`src/rtl/fetch_predict.sv`:
```
// Instruction-fetch stage: owns the PC, reads instruction memory, and predicts
// conditional branches with a bimodal table of 2-bit saturating counters.
module fetch_predict #(
  parameter logic [31:0] RESET_PC = 32'hBFC00000,
  parameter int unsigned BHT_BITS = 6
) (
  input  logic        CLK,
  input  logic        RESET,
  input  logic        FLUSH,
  input  logic [31:0] Alt_PC_IN,
  input  logic        Request_Alt_PC_IN,
  input  logic        WANT_FREEZE_IN,
  input  logic        Update_valid_IN,
  input  logic [31:0] Update_PC_IN,
  input  logic        Update_taken_IN,
  output logic [31:0] Instr_address_2IM,
  input  logic [31:0] Instr_fIM,
  output logic [31:0] Instr1_OUT,
  output logic [31:0] Instr1_PC_OUT,
  output logic [31:0] Instr1_PC_Plus4_OUT,
  output logic        Branch_prediction_OUT
);

  localparam int unsigned BHT_SIZE = 1 << BHT_BITS;

  logic [31:0] r_pc;
  logic        r_pend_valid;
  logic [31:0] r_pend_pc;
  logic [31:0] r_instr;
  logic [31:0] r_instr_pc;
  logic [31:0] r_instr_pc4;
  logic        r_pred;
  logic [1:0]  r_bht [BHT_SIZE];

  logic [5:0]          w_opcode;
  logic                w_is_cond;
  logic [31:0]         w_pc_plus4;
  logic [31:0]         w_target;
  logic [BHT_BITS-1:0] w_idx;
  logic [BHT_BITS-1:0] w_upd_idx;
  logic [1:0]          w_upd_ctr;
  logic                w_pred;
  logic                w_redirect;
  logic [31:0]         w_next_pc;

  assign Instr_address_2IM     = r_pc;
  assign Instr1_OUT            = r_instr;
  assign Instr1_PC_OUT         = r_instr_pc;
  assign Instr1_PC_Plus4_OUT   = r_instr_pc4;
  assign Branch_prediction_OUT = r_pred;

  assign w_opcode   = Instr_fIM[31:26];
  assign w_is_cond  = (w_opcode == 6'd1) || (w_opcode == 6'd4) || (w_opcode == 6'd5) ||
                      (w_opcode == 6'd6) || (w_opcode == 6'd7);
  assign w_pc_plus4 = r_pc + 32'd4;
  assign w_target   = w_pc_plus4 + {{14{Instr_fIM[15]}}, Instr_fIM[15:0], 2'b00};
  assign w_idx      = r_pc[BHT_BITS+1:2];
  assign w_pred     = w_is_cond && r_bht[w_idx][1];
  assign w_next_pc  = w_pred ? w_target : w_pc_plus4;

  // A pending redirect only fires once the freeze lifts; a live request always counts.
  assign w_redirect = Request_Alt_PC_IN || (r_pend_valid && !WANT_FREEZE_IN);

  always_ff @(posedge CLK) begin
    if (RESET) begin
      r_pc         <= RESET_PC;
      r_pend_valid <= 1'b0;
      r_pend_pc    <= '0;
      r_instr      <= '0;
      r_instr_pc   <= '0;
      r_instr_pc4  <= '0;
      r_pred       <= 1'b0;
    end else if (w_redirect) begin
      if (!WANT_FREEZE_IN) begin
        r_pc         <= Request_Alt_PC_IN ? Alt_PC_IN : r_pend_pc;
        r_pend_valid <= 1'b0;
        r_instr      <= '0;
        r_instr_pc   <= '0;
        r_instr_pc4  <= '0;
        r_pred       <= 1'b0;
      end else begin
        r_pend_valid <= 1'b1;
        r_pend_pc    <= Alt_PC_IN;
      end
    end else if (!WANT_FREEZE_IN) begin
      r_pc <= w_next_pc;
      if (FLUSH) begin
        r_instr     <= '0;
        r_instr_pc  <= '0;
        r_instr_pc4 <= '0;
        r_pred      <= 1'b0;
      end else begin
        r_instr     <= Instr_fIM;
        r_instr_pc  <= r_pc;
        r_instr_pc4 <= w_pc_plus4;
        r_pred      <= w_pred;
      end
    end
  end

  assign w_upd_idx = Update_PC_IN[BHT_BITS+1:2];
  assign w_upd_ctr = r_bht[w_upd_idx];

  // Training ignores freeze and flush; lookup above sees the pre-update value.
  always_ff @(posedge CLK) begin
    if (RESET) begin
      r_bht <= '{default: 2'b01};
    end else if (Update_valid_IN) begin
      if (Update_taken_IN && (w_upd_ctr != 2'b11))
        r_bht[w_upd_idx] <= w_upd_ctr + 2'd1;
      else if (!Update_taken_IN && (w_upd_ctr != 2'b00))
        r_bht[w_upd_idx] <= w_upd_ctr - 2'd1;
    end
  end

endmodule

```
`config.mk`:
```
export PLATFORM = sky130hd
export DESIGN_NAME = fetch_predict
export DESIGN_NICKNAME = d
export VERILOG_FILES = /design/src/rtl/fetch_predict.sv
export SDC_FILE = /design/constraint.sdc
export NUM_CORES = 1
export LEC_CHECK = 0
export CORE_MARGIN = 5
export CORE_UTILIZATION = 50
export DETAILED_ROUTE_END_ITERATION = 10
export PLACE_DENSITY = 0.85
export SLEW_MARGIN = 20
export SYNTH_ARGS = -nofsm -noshare
export SYNTH_HDL_FRONTEND = slang
export SYNTH_SLANG_ARGS = --single-unit
```
`constraint.sdc`:
```
create_clock -name CLK -period 6.7 [get_ports CLK]
set_input_delay 1.005 -clock CLK [delete_from_list [all_inputs] [get_ports CLK]]
set_output_delay 1.005 -clock CLK [all_outputs]
set_load 0.01 [all_outputs]
```
==> out/results.ini <==
[outcome]
status=complete, no violations

[die]
fp-row-count=63
die_area_mm2=0.0332
die_h_um=182
start_util_pct=50.3
core-area_mm2=0.0295
ios=232
die_x_um=182

[worst_setup_path]
cp_slowest_stage_delay_ps=780
r2r_end=Instr_address_2IM[31]$_SDFFE_PP1N_
crit_chain=clkdlybuf4s50_1 > buf_4 > nand2b_1 > nor2_1 > a22o_1 > a221oi_1 > a31oi_1 > a21oi_1 > mux2_2 > mux2_2 > ha_1 > nor2_1 > o21ai_0 > nor2_1 > nand2_1 > nor2_1 > nand2_1 > a21oi_1
worstSetupPathType=input port to register
cp-end-kind=register
r2r_setup_slack_ps=1850
rr_worst_depth=15
critPathLaunchType=input port
r2r_start=Instr_address_2IM[5]$_SDFFE_PP0N_
path_max_fanout=24
required_ps=7190
cp_common_cell=nor2_1
cpMaxStageDelayCell=clkdlybuf4s50_1
critPathArrivalTime_ps=5860

[timing]
setup_viol_count_final=0
whs_ps=453
fin_setup_tns_ps=0
fmax_mhz=186
min_period_ps=5370
max-slew-margin-rel_pct=32.8
fin_skew_ps=34.9
finalMaxSlewViolations=0
fin_ws_ps=1330
fin_crit_sh_pct=80.2
hold_viol_final=0
rsz0062_at_grt=no
worst_pin_slew_ps=1010

[route]
vias=15000
ant_nets=0
finalWirelength_um=47900
drc=0
drt_pre_antenna_iters=9
drt_iter0_markers=1731
viasPerCell=6.31
wl_per_cell_um=20.2

[yosys]
netlist_instances=1826
postSynthAreaPerCell_um2=8.11
yosys_warnings=0
synth_seq_cells=288
ys.flop_type=dfxtp_1
async_flop_share_pct=0
yosys-top-cells-count=dfxtp_1, a21oi_1, nand2_1
synth_top_cell_area_share_pct=38.9
seq_area_frac_synth_pct=38.9
synthTopCellsByArea=dfxtp_1, a21oi_1, nand2_1
synth-edff-count=0
syn-cell-area_mm2=0.0148
synth.most_common_cell=dfxtp_1
synth_area_leader_cell=dfxtp_1
synth.net_count=1968
synth.distinct_cells=76

[power_and_ir_drop]
peakVddDrop_mv=0.197
power_leakage_nw=6.36
powerDensity_mw_per_mm2=234
total_power_mw=4.24

[global_routing]
antenna_found_initial=5
overflow=0
grt.total_usage_pct=27.2
grt_max_degree=94
grt_pass1_wl_um=75100
grt_pass1_vias=13900

[final_layout]
stdcell_area_mm2=0.0181
stdcell_count=2370
nNetsFinal=2096
area_growth_pct=22.2
n_fill_cell=2422
layout-drive-gt1-share_pct=7.79
final_core_util_pct=61.4

[clock_network]
cts-resized-gates=0
cts_buffers=31
h-tree-depth=1
cts_buffer_depth=3
root_buffer=clkbuf_16
tritoncts=yes
ctsHoldBuffers=0
clk_pin_slew_ps=60
insertion_delay_ps=590
post_cts_buffers=0
cts.sinks=288

[hold_path]
hold_path_end=r_pend_pc[22]$_SDFFE_PP0P_
hp-start=r_pend_pc[22]$_SDFFE_PP0P_
worstHoldPathCells=2
hold_class=register to register

[run]
maxCapViolations=0

[placed_design]
gp_congestion=0.997
port_buffers=205
dp_slack_ps=928
placed_area_mm2=0.0170
dpl.hpwl_um=32600
dp.cells=2311

cell families (layout without fill, tap and decap cells):
logic type	count (synthesis)	in the layout	share of synthesized area (%)
and+or+nand+nor	619	619	18.7
AOI/OAI and AO/OA	585	585	24.9
DFF	288	288	38.9
buffers and inverters	176	326	5.34
muxes	64	64	5.51
xor gates and xnor gates	55	55	3.25
adders and majority gates	39	39	3.34
other	0	4	0
layout make-up:
cell class	count	area, um2	share of cell area (%)
Inverter	22	85.1	0.470
Sequential cell	288	5770	31.8
Multi-Input combinational cell	1362	8290	45.8
Antenna cell	4	10.0	0.0553
Clock buffer	39	856	4.73
Tap cell	390	488	2.70
Clock inverter	16	238	1.31
Timing Repair Buffer	249	2370	13.1
worst max path at each step:
stage	slack [ps]	to	depth (start not counted)	from
floorplan	2630	register	19	Update_PC_IN[4]
global placement	1120	r_bht[83]$_SDFFE_PP0P_	15	Update_PC_IN[3]
detailed placement	930	r_bht[83]$_SDFFE_PP0P_	15	Update_PC_IN[3]
CTS	1530	r_bht[89]$_SDFFE_PP0P_	16	Update_PC_IN[3]
global route	1160	r_bht[87]$_SDFFE_PP0P_	18	Update_PC_IN[4]
finish	1330	r_bht[89]$_SDFFE_PP0P_	18	Update_PC_IN[4]
metal layers:
layer	wire (um)	GRT usage, %
met5	13	0
met2	22100	45.2
met4	1880	10.2
met1	18600	35.2
met3	5240	5.28
placed cells by master (no fill, tap or decap), types with 6 or more instances in the layout:
cell type / count
dfxtp_1: 288
a21oi_1: 239
nand2_1: 208
clkdlybuf4s50_1: 202
nor2_1: 158
nor3_1: 139
o21ai_0: 110
a22o_1: 89
buf_4: 44
ha_1: 38
xnor2_1: 33
mux2i_1: 32
clkbuf_16: 31
a22oi_1: 28
nand3_1: 23
xor2_1: 21
inv_1: 20
nand4_1: 20
a221oi_1: 19
mux2_2: 17
o22ai_1: 17
nor2b_1: 16
a21o_1: 16
nand2b_1: 12
mux4_2: 11
o21ai_1: 8
a211oi_1: 7
a31oi_1: 7
o211ai_1: 6
and2_1: 6
and3_1: 6
clkinv_2: 6
worst max-delay path, delay by kind of cell:
kind                     cells  cell delay (ps)
AND/OR/NAND/NOR              7             2090
buffers and inverters        2             1070
AO/OA/AOI/OAI                6              910
multiplexers                 2              580
adder cells (fa/ha/maj)      1              190
power by group:
part	internal [mW]	leakage [nW]	switching, mW
Combinational	0.242	3.48	0.376
Clock	1.10	0.544	0.733
Sequential	1.75	2.34	0.0400
Total	3.09	6.36	1.15
(Power assumes the default switching activity.)
